==> src/rtl/instr_encoder.sv <==
// Packs symbolic instruction requests into 32-bit control-decoder words and
// queues them in a small FIFO with valid/ready handshakes on both sides.
module instr_encoder #(
  parameter int unsigned DEPTH      = 4,
  parameter logic [4:0]  SHAMT_FILL = 5'b01010
) (
  input  logic                     Clk,
  input  logic                     Reset_n,
  input  logic                     Flush,
  input  logic                     In_Valid,
  output logic                     In_Ready,
  input  logic [3:0]               Op,
  input  logic [4:0]               Rs,
  input  logic [4:0]               Rt,
  input  logic [4:0]               Rd,
  input  logic [15:0]              Imm,
  output logic [31:0]              Instruction,
  output logic                     Out_Valid,
  input  logic                     Out_Ready,
  output logic                     Err,
  output logic [$clog2(DEPTH):0]   Level
);

  localparam int unsigned PW = $clog2(DEPTH);
  localparam int unsigned LW = PW + 1;

  typedef enum logic [3:0] {
    OP_ADD   = 4'd0,
    OP_SUB   = 4'd1,
    OP_AND   = 4'd2,
    OP_OR    = 4'd3,
    OP_MUL   = 4'd4,
    OP_NOP   = 4'd5,
    OP_LOAD  = 4'd6,
    OP_STORE = 4'd7
  } op_e;

  localparam logic [5:0] RTYPE_OPC = 6'b000111;
  localparam logic [5:0] LOAD_OPC  = 6'b001000;
  localparam logic [5:0] STORE_OPC = 6'b001001;

  logic [31:0]   mem_q [DEPTH];
  logic [PW-1:0] wr_ptr_q, wr_ptr_d;
  logic [PW-1:0] rd_ptr_q, rd_ptr_d;
  logic [LW-1:0] count_q, count_d;
  logic          err_q, err_d;

  logic          legal;
  logic [31:0]   word_d;
  logic          full, empty, accept, push, pop;

  always_comb begin
    legal  = 1'b1;
    word_d = '0;
    unique case (Op)
      OP_ADD:   word_d = {RTYPE_OPC, Rs, Rt, Rd, SHAMT_FILL, 6'b100000};
      OP_SUB:   word_d = {RTYPE_OPC, Rs, Rt, Rd, SHAMT_FILL, 6'b100010};
      OP_AND:   word_d = {RTYPE_OPC, Rs, Rt, Rd, SHAMT_FILL, 6'b100100};
      OP_OR:    word_d = {RTYPE_OPC, Rs, Rt, Rd, SHAMT_FILL, 6'b100101};
      OP_MUL:   word_d = {RTYPE_OPC, Rs, Rt, Rd, SHAMT_FILL, 6'b110010};
      OP_NOP:   word_d = {RTYPE_OPC, 15'd0, SHAMT_FILL, 6'b111111};
      OP_LOAD:  word_d = {LOAD_OPC, Rs, Rt, Imm};
      OP_STORE: word_d = {STORE_OPC, Rs, Rt, Imm};
      default:  legal  = 1'b0;
    endcase
  end

  assign full      = (count_q == LW'(DEPTH));
  assign empty     = (count_q == '0);
  assign In_Ready  = !full;
  assign Out_Valid = !empty;
  assign Level     = count_q;
  assign Err       = err_q;
  assign Instruction = Out_Valid ? mem_q[rd_ptr_q] : 32'h0;

  // Flush overrides both sides; an illegal request still consumes the handshake.
  assign accept = In_Valid && In_Ready && !Flush;
  assign push   = accept && legal;
  assign pop    = Out_Valid && Out_Ready && !Flush;

  always_comb begin
    wr_ptr_d = wr_ptr_q;
    rd_ptr_d = rd_ptr_q;
    count_d  = count_q;
    err_d    = accept && !legal;
    if (Flush) begin
      wr_ptr_d = '0;
      rd_ptr_d = '0;
      count_d  = '0;
    end else begin
      if (push) wr_ptr_d = wr_ptr_q + PW'(1);
      if (pop)  rd_ptr_d = rd_ptr_q + PW'(1);
      unique case ({push, pop})
        2'b10:   count_d = count_q + LW'(1);
        2'b01:   count_d = count_q - LW'(1);
        default: count_d = count_q;
      endcase
    end
  end

  always_ff @(posedge Clk or negedge Reset_n) begin
    if (!Reset_n) begin
      wr_ptr_q <= '0;
      rd_ptr_q <= '0;
      count_q  <= '0;
      err_q    <= 1'b0;
    end else begin
      wr_ptr_q <= wr_ptr_d;
      rd_ptr_q <= rd_ptr_d;
      count_q  <= count_d;
      err_q    <= err_d;
    end
  end

  always_ff @(posedge Clk) begin
    if (push) mem_q[wr_ptr_q] <= word_d;
  end

endmodule

==> config.mk <==
export PLATFORM = sky130hd
export DESIGN_NAME = instr_encoder
export DESIGN_NICKNAME = d
export VERILOG_FILES = /design/src/rtl/instr_encoder.sv
export SDC_FILE = /design/constraint.sdc
export NUM_CORES = 1
export LEC_CHECK = 0
export ABC_AREA = 1
export ABC_CLOCK_PERIOD_IN_PS = 6500
export CORE_MARGIN = 4
export CORE_UTILIZATION = 45
export CTS_BUF_LIST = sky130_fd_sc_hd__clkbuf_4 sky130_fd_sc_hd__clkbuf_8
export CTS_CLUSTER_SIZE = 40
export DETAILED_ROUTE_END_ITERATION = 12
export HOLD_SLACK_MARGIN = 0.15
export PLACE_DENSITY = 0.67
export SLEW_MARGIN = 20
export SYNTH_ARGS = -nofsm -noshare
export SYNTH_HDL_FRONTEND = slang
export SYNTH_SLANG_ARGS = --single-unit
==> constraint.sdc <==
create_clock -name Clk -period 6.5 [get_ports Clk]
set_clock_uncertainty 0.05 [all_clocks]
set_input_delay 1.3 -clock Clk [delete_from_list [all_inputs] [get_ports Clk]]
set_output_delay 1.3 -clock Clk [all_outputs]
set_load 0.02 [all_outputs]
==> impl.org <==
** Status
- The flow ran to the end, and the final reports show no timing, DRC or antenna violations.

** Clock network
- Count of cells resized by post-cts repair :: 0
- Maximum clock insertion buffer count :: 2
- Quantity of hold-fixing buffers added after cts :: 0
- Post-CTS Setup Bufs :: 0
- Clock-pin slew was measured on the worst setup and hold paths at roughly 0.070 ns.
- Depth of the CTS H-tree :: 4
- CTS tree :: done
- Clock sinks :: roughly 120
- Number of clock buffers inserted by TritonCTS :: 17
- CTS root buf :: sky130_fd_sc_hd__clkbuf_8
- Clock Latency Late Sink :: 0.42 ns

** Die
- Placement row count :: 39
- Horizontal die dimension :: approximately 120 um
- For this configuration, the core starts out at a cell density of between 40 and 50%.
- I/O pin cnt :: ~80
- In this run the standard cell core region covers roughly 12000 sq um.
- Die H :: 117 um
- Die area :: about 14000 sq um

** Finish
- Antenna diode instance count :: 0
- Commonest cells after routing, fill and taps aside :: sky130_fd_sc_hd__nor2_1 (140), sky130_fd_sc_hd__edfxtp_1 (116), sky130_fd_sc_hd__clkdlybuf4s50_1 (75)
- Leaving out fill and tap cells, the most frequent cell in the layout is sky130_fd_sc_hd__nor2_1.
- The area growth from synthesis to layout is 22.4%.
- Of the cells placed in the final design, the portion with a size suffix greater than 1 is 8.70%.
- Layout fillers :: between 900 and 1k
- Nets@finish :: just over 600

** STA
- At the pin with the least slew margin, the transition time is 1.07 ns.
- Finish-stage setup viols :: 0
- RSZ-0062 raised after global routing :: false
- After routing, the total negative slack on setup checks comes to 0 ns.
- Final Slew Violations :: 0
- Final critical path time including I/O delays and setup :: 4.76 ns
- Setup slack closes at between 1.5 and 2 ns.
- The hold violation total from the final report came to 0.
- Headroom to the max-slew limit :: 28.0%
- For this run, the top clock speed supported by timing is around 0.21 GHz.
- Period utilisation layout :: roughly three quarters

** Synth
- Summed over all instances, the cell type with the most area after synthesis is sky130_fd_sc_hd__edfxtp_1.
- Synth unique cells :: 25
- Yosys printed 0 warnings.
- Sequential cell area fraction in the yosys report :: between 60 and 70%
- Area fraction of the dominant cell type after synthesis :: approximately 65%
- Synthesized netlist cell count :: between 400 and 500
- Sorting the synthesized cells by area gives the leading types as sky130_fd_sc_hd__edfxtp_1 (65%), sky130_fd_sc_hd__nor2_1 (10%), sky130_fd_sc_hd__o21ai_0 (6.0%).
- The synthesized netlist occupies a cell area of 5350 sq um.
- Each instance of the synthesized netlist takes up on average between 10 and 15 sq um.
- Synthesis inferred 124 register bits.

** Routing
- Routed Wire Length :: ~12000 um
- The first detailed-routing pass ran for 5 iterations.
- Routed wirelength normalized by instance count :: roughly 16 um
- Dividing the detail-routed via count by the number of cells gives 5.08.
- The detail route stage leaves a number of antenna-violating nets equal to 0.
- After detailed routing, the number of remaining DRC violations is 0.
- The routed layout has 3651 vias.
- 1st-iter DRT viols :: 332

** Placed design
- Once detailed placement completed, the half-perimeter wirelength came to between 6000 and 7000 um.
- The count of buffers added on input and output ports is 75.
- Post-place setup slack :: roughly 2.6 ns
- The congestion estimate from routability-driven global placement came to around 0.75.

** Job
- The tool flagged a number of max-cap violations equal to 0.

** Hold path
- Class of the worst hold path :: flip-flop to flip-flop
- The worst hold path begins at Level[0]$_DFFE_PN0P_.

** Global route
- Entering global routing, the biggest net connects 61 pins.
- Vias in the first global route :: 3506
- The initial antenna violation count is 0.
- Global routing finished with a remaining overflow of 0.
- Global routing used about 17% of the available tracks.
- The first global-routing pass estimated between 15000 and 20000 um of wire.

** Worst setup path
- Kind of start point of the critical path :: flip-flop
- The startpoint identified for the worst register-to-register timing path is rd_ptr_q[1]$_DFFE_PN0P_.
- Critical path capture point type :: output pin
- In this run the critical register-to-register path is captured at rd_ptr_q[1]$_DFFE_PN0P_.
- Across all register-to-register paths, the minimum setup slack is approximately 4.2 ns.
- CP max FO :: 31
- The most critical setup path has its endpoint at Instruction[20].
- Number of cell instances on the worst register-to-register path :: 4
- For the worst setup path, the data required time is approximately 5 ns.
- The most critical setup path has its startpoint at rd_ptr_q[1]$_DFFE_PN0P_.
- For the worst setup path, the data arrival time is between 3 and 4 ns.
- The critical path in this run is classified as flip-flop to output pin.

** Pwr
- VDD sags by at most around 0.18 mV.
- Power Dens Cells :: between 200 and 300 nW/um^2
- Final Power :: 1.93 mW
- The analysis attributes to cell leakage a power of between 2 and 2.5 nW.
## synthesized netlist by cell type
cell type,instances
sky130_fd_sc_hd__nor2_1,144
sky130_fd_sc_hd__edfxtp_1,116
sky130_fd_sc_hd__o21ai_0,64
sky130_fd_sc_hd__a21oi_1,34
sky130_fd_sc_hd__inv_1,34
sky130_fd_sc_hd__nand2_1,33
sky130_fd_sc_hd__buf_2,10
sky130_fd_sc_hd__clkbuf_1,9
sky130_fd_sc_hd__dfrtp_1,8
sky130_fd_sc_hd__inv_2,7
sky130_fd_sc_hd__buf_4,6
sky130_fd_sc_hd__nand3_1,6
sky130_fd_sc_hd__ha_1,4
sky130_fd_sc_hd__nand2_2,4
sky130_fd_sc_hd__o21ai_1,4
sky130_fd_sc_hd__nor2_2,2
sky130_fd_sc_hd__a31oi_1,1
sky130_fd_sc_hd__clkbuf_2,1
sky130_fd_sc_hd__conb_1,1
sky130_fd_sc_hd__fa_1,1
sky130_fd_sc_hd__nand2_4,1
sky130_fd_sc_hd__nand3b_4,1
sky130_fd_sc_hd__nor2_4,1
sky130_fd_sc_hd__o21a_1,1
sky130_fd_sc_hd__xnor2_1,1
## flip-flops by register name, indices dropped and copies added (netlist names)
name      cells
mem_q       116
Level         3
rd_ptr_q      2
wr_ptr_q      2
Err           1
## metal layers
| metal | GRT usage, % | wire [um] | vias up |
|---|---|---|---|
| met3 | 4.58 | 877 | 12 |
| li1 | - | - | 1800 |
| met4 | 6.04 | 180 | 0 |
| met5 | 0 | 0 | - |
| met2 | 28.5 | 5580 | 143 |
| met1 | 22.5 | 4920 | 1696 |
## cell type report
cell class	instances	area [sq um]	area share [%]
clock inverters	10	103	1.57
clock buffers	19	249	3.80
repair buffers	77	766	11.7
inverters	41	154	2.35
flip-flops and latches	124	3680	56.3
well taps	143	179	2.73
multi-input cells	304	1420	21.6
## through the flow
| step | cells | hold WS, ns | util (%) | cell area [sq um] |
|---|---|---|---|---|
| 3_3_place_gp | 689 | 0.526 | 53.8 | 6200 |
| 5_1_grt | 718 | 0.601 | 56.9 | 6550 |
| 3_5_place_dp | 689 | 0.544 | 53.8 | 6200 |
| 2_1_floorplan | 495 | 0.512 | - | 5360 |
| 6_report | 718 | 0.551 | 56.9 | 6550 |
| 4_1_cts | 718 | 0.564 | 56.9 | 6550 |
## worst min-delay path by stage
| stage | end | slack [ns] | cells past startpoint |
|---|---|---|---|
| global placement | Level[1]$_DFFE_PN0P_ | 0.53 | 2 |
| CTS | Level[0]$_DFFE_PN0P_ | 0.56 | 2 |
| finish | Level[0]$_DFFE_PN0P_ | 0.55 | 2 |
| floorplan | wr_ptr_q[1]$_DFFE_PN0P_ | 0.51 | 2 |
| detailed placement | Level[0]$_DFFE_PN0P_ | 0.54 | 2 |
| global route | wr_ptr_q[1]$_DFFE_PN0P_ | 0.60 | 2 |
## worst max-delay path: stages (launching register included)
cell and delay [ns]:
sky130_fd_sc_hd__dfrtp_1 0.33, sky130_fd_sc_hd__buf_4 0.34, sky130_fd_sc_hd__clkinv_1 0.94, sky130_fd_sc_hd__nor2_1 0.39
sky130_fd_sc_hd__o21ai_0 0.13, sky130_fd_sc_hd__a21oi_1 0.20, sky130_fd_sc_hd__clkdlybuf4s50_1 0.64
## cell families (layout without fill, tap and decap cells)
kind of cell	count (synthesis)	after routing	synth area share (%)
DFF	124	124	68.8
buffers and inverters	67	147	5.38
other	1	2	0.0701
xor gates and xnor gates	1	1	0.164
adders and majority gates	5	5	1.31
AOI/OAI and AO/OA	104	104	9.79
and+or+nand+nor	192	192	14.5
## where the power goes
part,switching (mW),internal (mW),leakage [nW]
registers,0.00791,0.891,1.18
logic,0.257,0.163,1.07
clock network,0.276,0.336,0.179
total,0.541,1.39,2.43
No activity file was read; power rests on OpenSTA's default activity.
